**src/rtl/nv_nvdla_pdp_cal1d_info_fifo_ctrl.sv**
```systemverilog
`default_nettype none
// ============================================================================
// Module   : nv_nvdla_pdp_cal1d_info_fifo_ctrl
// Brief    : Control stage for the PDP cal1d info flop-RAM: write strobes,
//            read sequencing and a registered valid/ready output stage.
// Revision : 1.0
// ============================================================================
module nv_nvdla_pdp_cal1d_info_fifo_ctrl #(
  parameter int DEPTH = 8,
  parameter int WIDTH = 12,
  parameter int AW    = 3
) (
  input  logic             clk,
  input  logic             rst,
  input  logic             wr_pvld,
  output logic             wr_prdy,
  input  logic [WIDTH-1:0] wr_pd,
  output logic             rd_pvld,
  input  logic             rd_prdy,
  output logic [WIDTH-1:0] rd_pd,
  output logic             ram_we,
  output logic [AW-1:0]    ram_wa,
  output logic [WIDTH-1:0] ram_di,
  output logic [AW:0]      ram_ra,
  input  logic [WIDTH-1:0] ram_dout,
  output logic [AW:0]      ram_count
);

  localparam logic [AW:0] c_full      = DEPTH[AW:0];
  localparam logic [AW:0] c_bypass_ra = DEPTH[AW:0];

  logic [AW-1:0]    wr_ptr_q, wr_ptr_d;
  logic [AW-1:0]    rd_ptr_q, rd_ptr_d;
  logic [AW:0]      count_q, count_d;
  logic             rd_pvld_q, rd_pvld_d;
  logic [WIDTH-1:0] rd_pd_q, rd_pd_d;

  logic w_out_ld;
  logic w_wr_prdy;
  logic w_wr_acc;
  logic w_ram_rd;
  logic w_bypass;
  logic w_ram_wr;

  // Ready comes from registered count only, so a same-cycle pop at full
  // does not open the write port.
  always_comb begin
    w_out_ld  = !rd_pvld_q | rd_prdy;
    w_wr_prdy = (count_q != c_full);
    w_wr_acc  = wr_pvld & w_wr_prdy;
    w_ram_rd  = w_out_ld & (count_q != '0);
    w_bypass  = w_out_ld & (count_q == '0) & w_wr_acc;
    w_ram_wr  = w_wr_acc & !w_bypass;
  end

  always_comb begin
    wr_ptr_d  = wr_ptr_q;
    rd_ptr_d  = rd_ptr_q;
    rd_pvld_d = rd_pvld_q;
    rd_pd_d   = rd_pd_q;
    count_d   = count_q + {{AW{1'b0}}, w_ram_wr} - {{AW{1'b0}}, w_ram_rd};
    if (w_ram_wr) begin
      wr_ptr_d = wr_ptr_q + 1'b1;
    end
    if (w_out_ld) begin
      rd_pvld_d = w_ram_rd | w_bypass;
      if (w_ram_rd | w_bypass) begin
        rd_pd_d = ram_dout;
      end
    end
    if (w_ram_rd) begin
      rd_ptr_d = rd_ptr_q + 1'b1;
    end
  end

  always_ff @(posedge clk or posedge rst) begin
    if (rst) begin
      wr_ptr_q  <= '0;
      rd_ptr_q  <= '0;
      count_q   <= '0;
      rd_pvld_q <= 1'b0;
      rd_pd_q   <= '0;
    end else begin
      wr_ptr_q  <= wr_ptr_d;
      rd_ptr_q  <= rd_ptr_d;
      count_q   <= count_d;
      rd_pvld_q <= rd_pvld_d;
      rd_pd_q   <= rd_pd_d;
    end
  end

  // The bypass address makes the RAM return di, so both read paths load dout.
  assign wr_prdy   = w_wr_prdy;
  assign rd_pvld   = rd_pvld_q;
  assign rd_pd     = rd_pd_q;
  assign ram_we    = w_ram_wr;
  assign ram_wa    = wr_ptr_q;
  assign ram_di    = wr_pd;
  assign ram_ra    = w_bypass ? c_bypass_ra : {1'b0, rd_ptr_q};
  assign ram_count = count_q;

endmodule
`default_nettype wire

```
**config.mk**
```make
export PLATFORM = sky130hd
export DESIGN_NAME = nv_nvdla_pdp_cal1d_info_fifo_ctrl
export DESIGN_NICKNAME = d
export VERILOG_FILES = /design/src/rtl/nv_nvdla_pdp_cal1d_info_fifo_ctrl.sv
export SDC_FILE = /design/constraint.sdc
export NUM_CORES = 1
export LEC_CHECK = 0
export BUFFER_PORTS_ARGS = -buffer_cell sky130_fd_sc_hd__buf_2
export CAP_MARGIN = 20
export CORE_ASPECT_RATIO = 0.9
export CORE_UTILIZATION = 30
export CTS_BUF_LIST = sky130_fd_sc_hd__clkbuf_8
export DETAILED_ROUTE_END_ITERATION = 7
export GPL_ROUTABILITY_DRIVEN = 0
export PLACE_DENSITY_LB_ADDON = 0.3
export SLEW_MARGIN = 20
export SYNTH_ARGS = -nofsm -noshare
export SYNTH_HDL_FRONTEND = slang
export SYNTH_SLANG_ARGS = --single-unit
```
**constraint.sdc**
```tcl
create_clock -name clk -period 4.4 [get_ports clk]
set_input_delay 0.22 -clock clk [delete_from_list [all_inputs] [get_ports clk]]
set_output_delay 0.22 -clock clk [all_outputs]
set_load 0.01 [all_outputs]
```
# Word-level counts from Yosys, hierarchy flattened
# Cells that the tools add are included.
[totals]
ff_bits = 23
inputBits = 28
output_inout_bits = 38
word_cells = 23
[classes]
addsub = 4
eq_ne = 1
mux = 1
bitwise = 7
n_reduce_logical = 5
[op_table]
columns = ["op", "n"]
rows = [
  ["adder 3 x 1 -> 3 bit (second input constant)", 2],
  ["bitwise AND 1 bit", 5],
  ["adder 4 x 1 -> 4 bit", 1],
  ["zero test 4 bit", 1],
  ["2-to-1 mux 4 bit", 1],
  ["!= test 4 bit (second input constant)", 1],
  ["nonzero test 4 bit", 1],
  ["subtractor 4 x 1 -> 4 bit", 1],
  ["zero test 1 bit", 2],
  ["OR 1 bit", 2],
  ["AND reduction 2 bit", 1],
]

# Longest topological paths before layout
[depth]
word_depth = 8
depth_mapped = 10
ltp_nobuf = 10

# Least setup slack after synthesis
# Ideal clock, no wire load.
[synth_path]
path_kind = "flip-flop to flip-flop"
from = "register count_q[2], in the netlist ram_count[2]"
to = "register count_q[2], in the netlist ram_count[2]"
setup_time_ns = 0.122
arrival_ns = 2.188
t_required_ns = 4.278
path_slack_ns = 2.090
path_stages_with_launch = 10
n_path_buf = 0
synth_period_minus_slack_ns = 2.310
path_cell_list = "dfrtp_1 inv_1 ha_1 or3b_4 and2_2 nand2_1 inv_1 ha_1 fa_1 xor2_1"
[synth_via]
elab_chain_cells = 7
word_cells_on_any_way = 11
classes_between = "2 x add/sub; 1 x eq/ne; 5 x bitwise; 3 x reduce/logical"
[synth_rtl]
columns = ["element", "line", "source"]
rows = [
  ["start: declaration", "34", "logic [AW:0] count_q, count_d;"],
  ["start signal: assignment", "86", "count_q <= count_d;"],
  ["!= test 4 bit (*)", "49", "w_wr_prdy = (count_q != c_full);"],
  ["via wr_prdy", "16", "output logic wr_prdy,"],
  ["bitwise AND 1 bit (*)", "50", "w_wr_acc = wr_pvld & w_wr_prdy;"],
  ["bitwise AND 1 bit", "52", "w_bypass = w_out_ld & (count_q == '0) & w_wr_acc;"],
  ["zero test 1 bit", "53", "w_ram_wr = w_wr_acc & !w_bypass;"],
  ["bitwise AND 1 bit (*)", "53", ""],
  ["via ram_we", "21", "output logic ram_we,"],
  ["adder 4 x 1 -> 4 bit (*)", "61", "count_d = count_q + {{AW{1'b0}}, w_ram_wr} - {{AW{1'b0}}, w_ram_rd};"],
  ["subtractor 4 x 1 -> 4 bit (*)", "61", ""],
  ["via count_d[2]", "34", ""],
]
# Mark *: on every way through the listed nets, which the timed path passes. The rest lies on a longest branch.
# A chain may end at the register's enable or synchronous reset.

# Final worst setup path
[layout_path]
from = "register count_q[2], in the netlist ram_count[2]"
to = "register count_q[2], in the netlist ram_count[2]"
[layout_via]
elab_chain_cells = 7
word_cells_on_any_way = 11
classes_between = "2 x add/sub; 1 x eq/ne; 5 x bitwise; 3 x reduce/logical"
[layout_rtl]
columns = ["element", "line"]
rows = [
  ["!= test 4 bit / zero test 4 bit (equally long branches)", "49, 52"],
  ["bitwise AND 1 bit (on tied branches)", "50, 52"],
  ["bitwise AND 1 bit", "52"],
  ["zero test 1 bit", "53"],
  ["bitwise AND 1 bit", "53"],
  ["adder 4 x 1 -> 4 bit", "61"],
  ["subtractor 4 x 1 -> 4 bit (*)", "61"],
  ["via count_d[2]", "34"],
]
# Marks and branches as above.

==> tab_implementation.tex <==
\begin{tabular}{lr}
\hline
Metric & Value \\
\hline
\multicolumn{2}{l}{\textbf{Detailed routing}} \\
Final routed wire length divided by cell count & around 12 microns \\
Starting DRC count in detailed routing & 14 \\
Post-route antenna net violation count & 0 \\
First-pass detailed-route iteration total & 4 \\
Routed via count & between 700 and 800 \\
Routed wire length & approximately 2100 microns \\
Via/cell ratio & about 4.4 \\
DRC violation count after routing & 0 \\
\multicolumn{2}{l}{\textbf{Floorplan}} \\
Initial core utilization & between 30\% and 40\% \\
Die height & approximately 63 microns \\
Std-Cell Core Area & roughly 3800 sq um \\
DIE AREA & about 4300 sq um \\
Chip width & slightly below 70 microns \\
Cell row count & 21 \\
Ports & 66 \\
\multicolumn{2}{l}{\textbf{Synth}} \\
Post-synth EDFFs & 0 \\
Mean area per synthesized cell & 13.0 sq um \\
Number of warnings issued by yosys & 0 \\
Proportion of register bits with asynchronous set or reset after synthesis & 100\% \\
Total of flip-flops plus latches after synthesis & 23 \\
Net count after synthesis & between 100 and 150 \\
Prevailing post-synth register cell & dfrtp\_1 \\
Gate Count Post-Synth & between 90 and 100 \\
Share of synthesized area occupied by flip-flops and latches & 47.1\% \\
Count of different cell masters after synthesis & 23 \\
Syn Std Cell Area & 1220 sq um \\
\multicolumn{2}{l}{\textbf{CTS}} \\
Root cell of the clock tree & clkbuf\_8 \\
Inserted Clock Buffers & 3 \\
Clock transition at the register clock pins on the worst setup and hold paths after CTS & around 0.08 ns \\
Clock tree from TritonCTS & yes \\
Number of hold-repair buffers added at the cts stage & 0 \\
Maximum buffer depth of the clock tree & 2 \\
Total clock sinks & 23 \\
Deepest level of the CTS H-tree & 1 \\
Clock latency on the worst-skew pair & between 0.2 and 0.3 ns \\
Number of post-CTS setup repair buffers & 0 \\
Cells resized by post-CTS repair & 0 \\
\multicolumn{2}{l}{\textbf{Global route}} \\
GR Util All Layers & between 10\% and 20\% \\
Initial antenna violation count & 0 \\
First-pass GRT wire length & between 3000 and 4000 microns \\
Largest net degree at the start of global routing & 24 \\
Remaining global-route overflow & 0 \\
Vias in the first global route & roughly 780 \\
\multicolumn{2}{l}{\textbf{Place}} \\
PortBufs & 41 \\
Placement-stage cell area & between 1000 and 1500 sq um \\
Half-perimeter wire length after detailed placement & 1650 microns \\
\multicolumn{2}{l}{\textbf{Status}} \\
Outcome & completed \\
\multicolumn{2}{l}{\textbf{Setup path}} \\
Critical path arrival & around 2.5 ns \\
Cell-by-cell listing of the critical path & inv\_1, ha\_1, or3b\_4, and2\_2, nand2\_1, inv\_1, ha\_1, fa\_1, xor2\_1 \\
Kind of cell with the highest combined delay on the critical path & adder cells \\
WS Path Type & reg2reg \\
Worst path buffer plus inverter count & 2 \\
Worst stage delay on the critical path & 0.40 ns \\
Nature of the critical path startpoint & flop \\
Required time of the critical path & $\sim$4.6 ns \\
Peak fanout along the critical path & 3 \\
Cell with the largest stage delay on the worst path & or3b\_4 \\
Kind of end point of the critical path & flop \\
\multicolumn{2}{l}{\textbf{Layout}} \\
Share of cells above drive strength 1 & approximately half \\
Ant diodes & 0 \\
NumNets Final & 163 \\
Area of all placed cells without fillers & 1420 sq um \\
Footprint of the multi-input gates & just over 500 sq um \\
FF+latch area & 576 sq um \\
Area growth from synthesis to layout & 16.4\% \\
Number of fill cells & roughly 380 \\
\multicolumn{2}{l}{\textbf{Run}} \\
Number of max-cap violations & 0 \\
\multicolumn{2}{l}{\textbf{STA}} \\
Setup repair after global routing missed its margin & no \\
Final TNS setup & 0 ns \\
Crit share post-route & approximately 53\% \\
Worst slew margin & 44.6\% \\
Slew at the pin with the worst max-slew slack & roughly 0.83 ns \\
Shortest period the worst path allows & 2.35 ns \\
Worst Skew & around 0.0084 ns \\
Number of hold violations in the final report & 0 \\
Number of pins exceeding their max-slew limit in the final report & 0 \\
Number of setup violations in the final report & 0 \\
Max Clock Freq & between 400 and 500 MHz \\
\multicolumn{2}{l}{\textbf{Power}} \\
Power density relative to cell area & just over 600 nW/um\^{}2 \\
Static Leak & around 0.74 nW \\
Worst vdd ir & around 0.35 mV \\
\multicolumn{2}{l}{\textbf{Worst hold path}} \\
Worst hold-check path type & in2async \\
\hline
\end{tabular}
[power by group]
| group | internal, mW | switching, mW |
|---|---|---|
| Sequential | 0.288 | 0.0527 |
| Combinational | 0.202 | 0.202 |
| Clock | 0.0631 | 0.0641 |
[final timing paths]
kind / slack [ns] / end / cells past startpoint / from
max: 2.05 / ram_count[2] / 9 / ram_count[2]
min: 0.11 / ram_count[3] / 2 / rst
max reg2reg: 2.05 / ram_count[2] / 9 / ram_count[2]
min reg2reg: 0.47 / rd_ptr_q[2] / 1 / rd_ptr_q[2]
max in group asynchronous: 3.77 / rd_pd[9] / 2 / rst
min in group clk: 0.19 / rd_pd[8] / 2 / ram_dout[8]
[registers in the layout, indices dropped and copies added, names as in the netlist]
| register | cells |
|---|---|
| rd_pvld | 1 |
| ram_count | 4 |
| rd_pd | 12 |
| ram_wa | 3 |
| rd_ptr_q | 3 |
[kinds of logic after synthesis]
family	count (synthesis)	synth area share, %
muxes	14	16.0
xor gates and xnor gates	6	4.30
and+or+nand+nor	15	7.98
adders and majority gates	9	9.83
AOI/OAI and AO/OA	4	3.17
buffers and inverters	23	11.7
DFF	23	47.1
[through the flow]
step	setup WS, ns	hold WS (ns)	util [%]	cells	power (mW)
after floorplan	2.09	0.222	-	94	0.629
after global placement	2.15	0.440	36.1	167	0.737
after detailed placement	2.09	0.440	36.1	167	0.753
after CTS	2.05	0.152	37.3	171	0.887
after global routing	1.94	0.172	37.3	171	0.950
final	2.05	0.109	37.3	171	0.873
[cell usage after synthesis (2+ instances only)]
library cell   n  area share (%)
mux2_4        10              12
buf_4         13             8.0
inv_1          9             2.8
ha_1           8             8.2
xnor2_1        3             2.1
and2_1         3             1.5
xor2_1         3             2.1
a21oi_1        2            0.82
nand2_1        4             1.2
mux2_2         4             3.7
dfrtp_1       23              47
[layout by cell type (no fill, tap or decap), types with 2 or more instances in the layout]
| master | instances |
|---|---|
| buf_2 | 41 |
| dfrtp_1 | 23 |
| mux2_4 | 10 |
| inv_1 | 9 |
| ha_1 | 8 |
| mux2_2 | 4 |
| nand2_1 | 4 |
| xor2_1 | 3 |
| xnor2_1 | 3 |
| and2_1 | 3 |
| clkbuf_8 | 3 |
| a21oi_1 | 2 |
[cell type report]
class | count | share of cell area, %
inverters | 9 | 2.37
flip-flops and latches | 23 | 40.5
multi-input cells | 48 | 35.4
clock inverters | 1 | 0.352
clock buffers | 3 | 2.90
repair buffers | 41 | 14.4
well taps | 46 | 4.05
[worst reg2reg max path, stage by stage, from the launching register on]
cell     delay (ns)
dfrtp_1        0.39
inv_1          0.12
ha_1           0.16
or3b_4         0.40
and2_2         0.22
nand2_1        0.12
inv_1          0.07
ha_1           0.22
fa_1           0.38
xor2_1         0.15
[layer usage]
| metal | part of all wire, % | global-route usage, % | up-vias |
|---|---|---|---|
| li1 | - | - | 354 |
| met1 | 46 | 12.6 | 361 |
| met2 | 45 | 15.3 | 35 |
| met3 | 8.2 | 4.68 | 4 |
| met4 | 0.57 | 3.32 | 0 |
| met5 | 0 | 0 | - |
No activity file was read; power rests on OpenSTA's default activity.
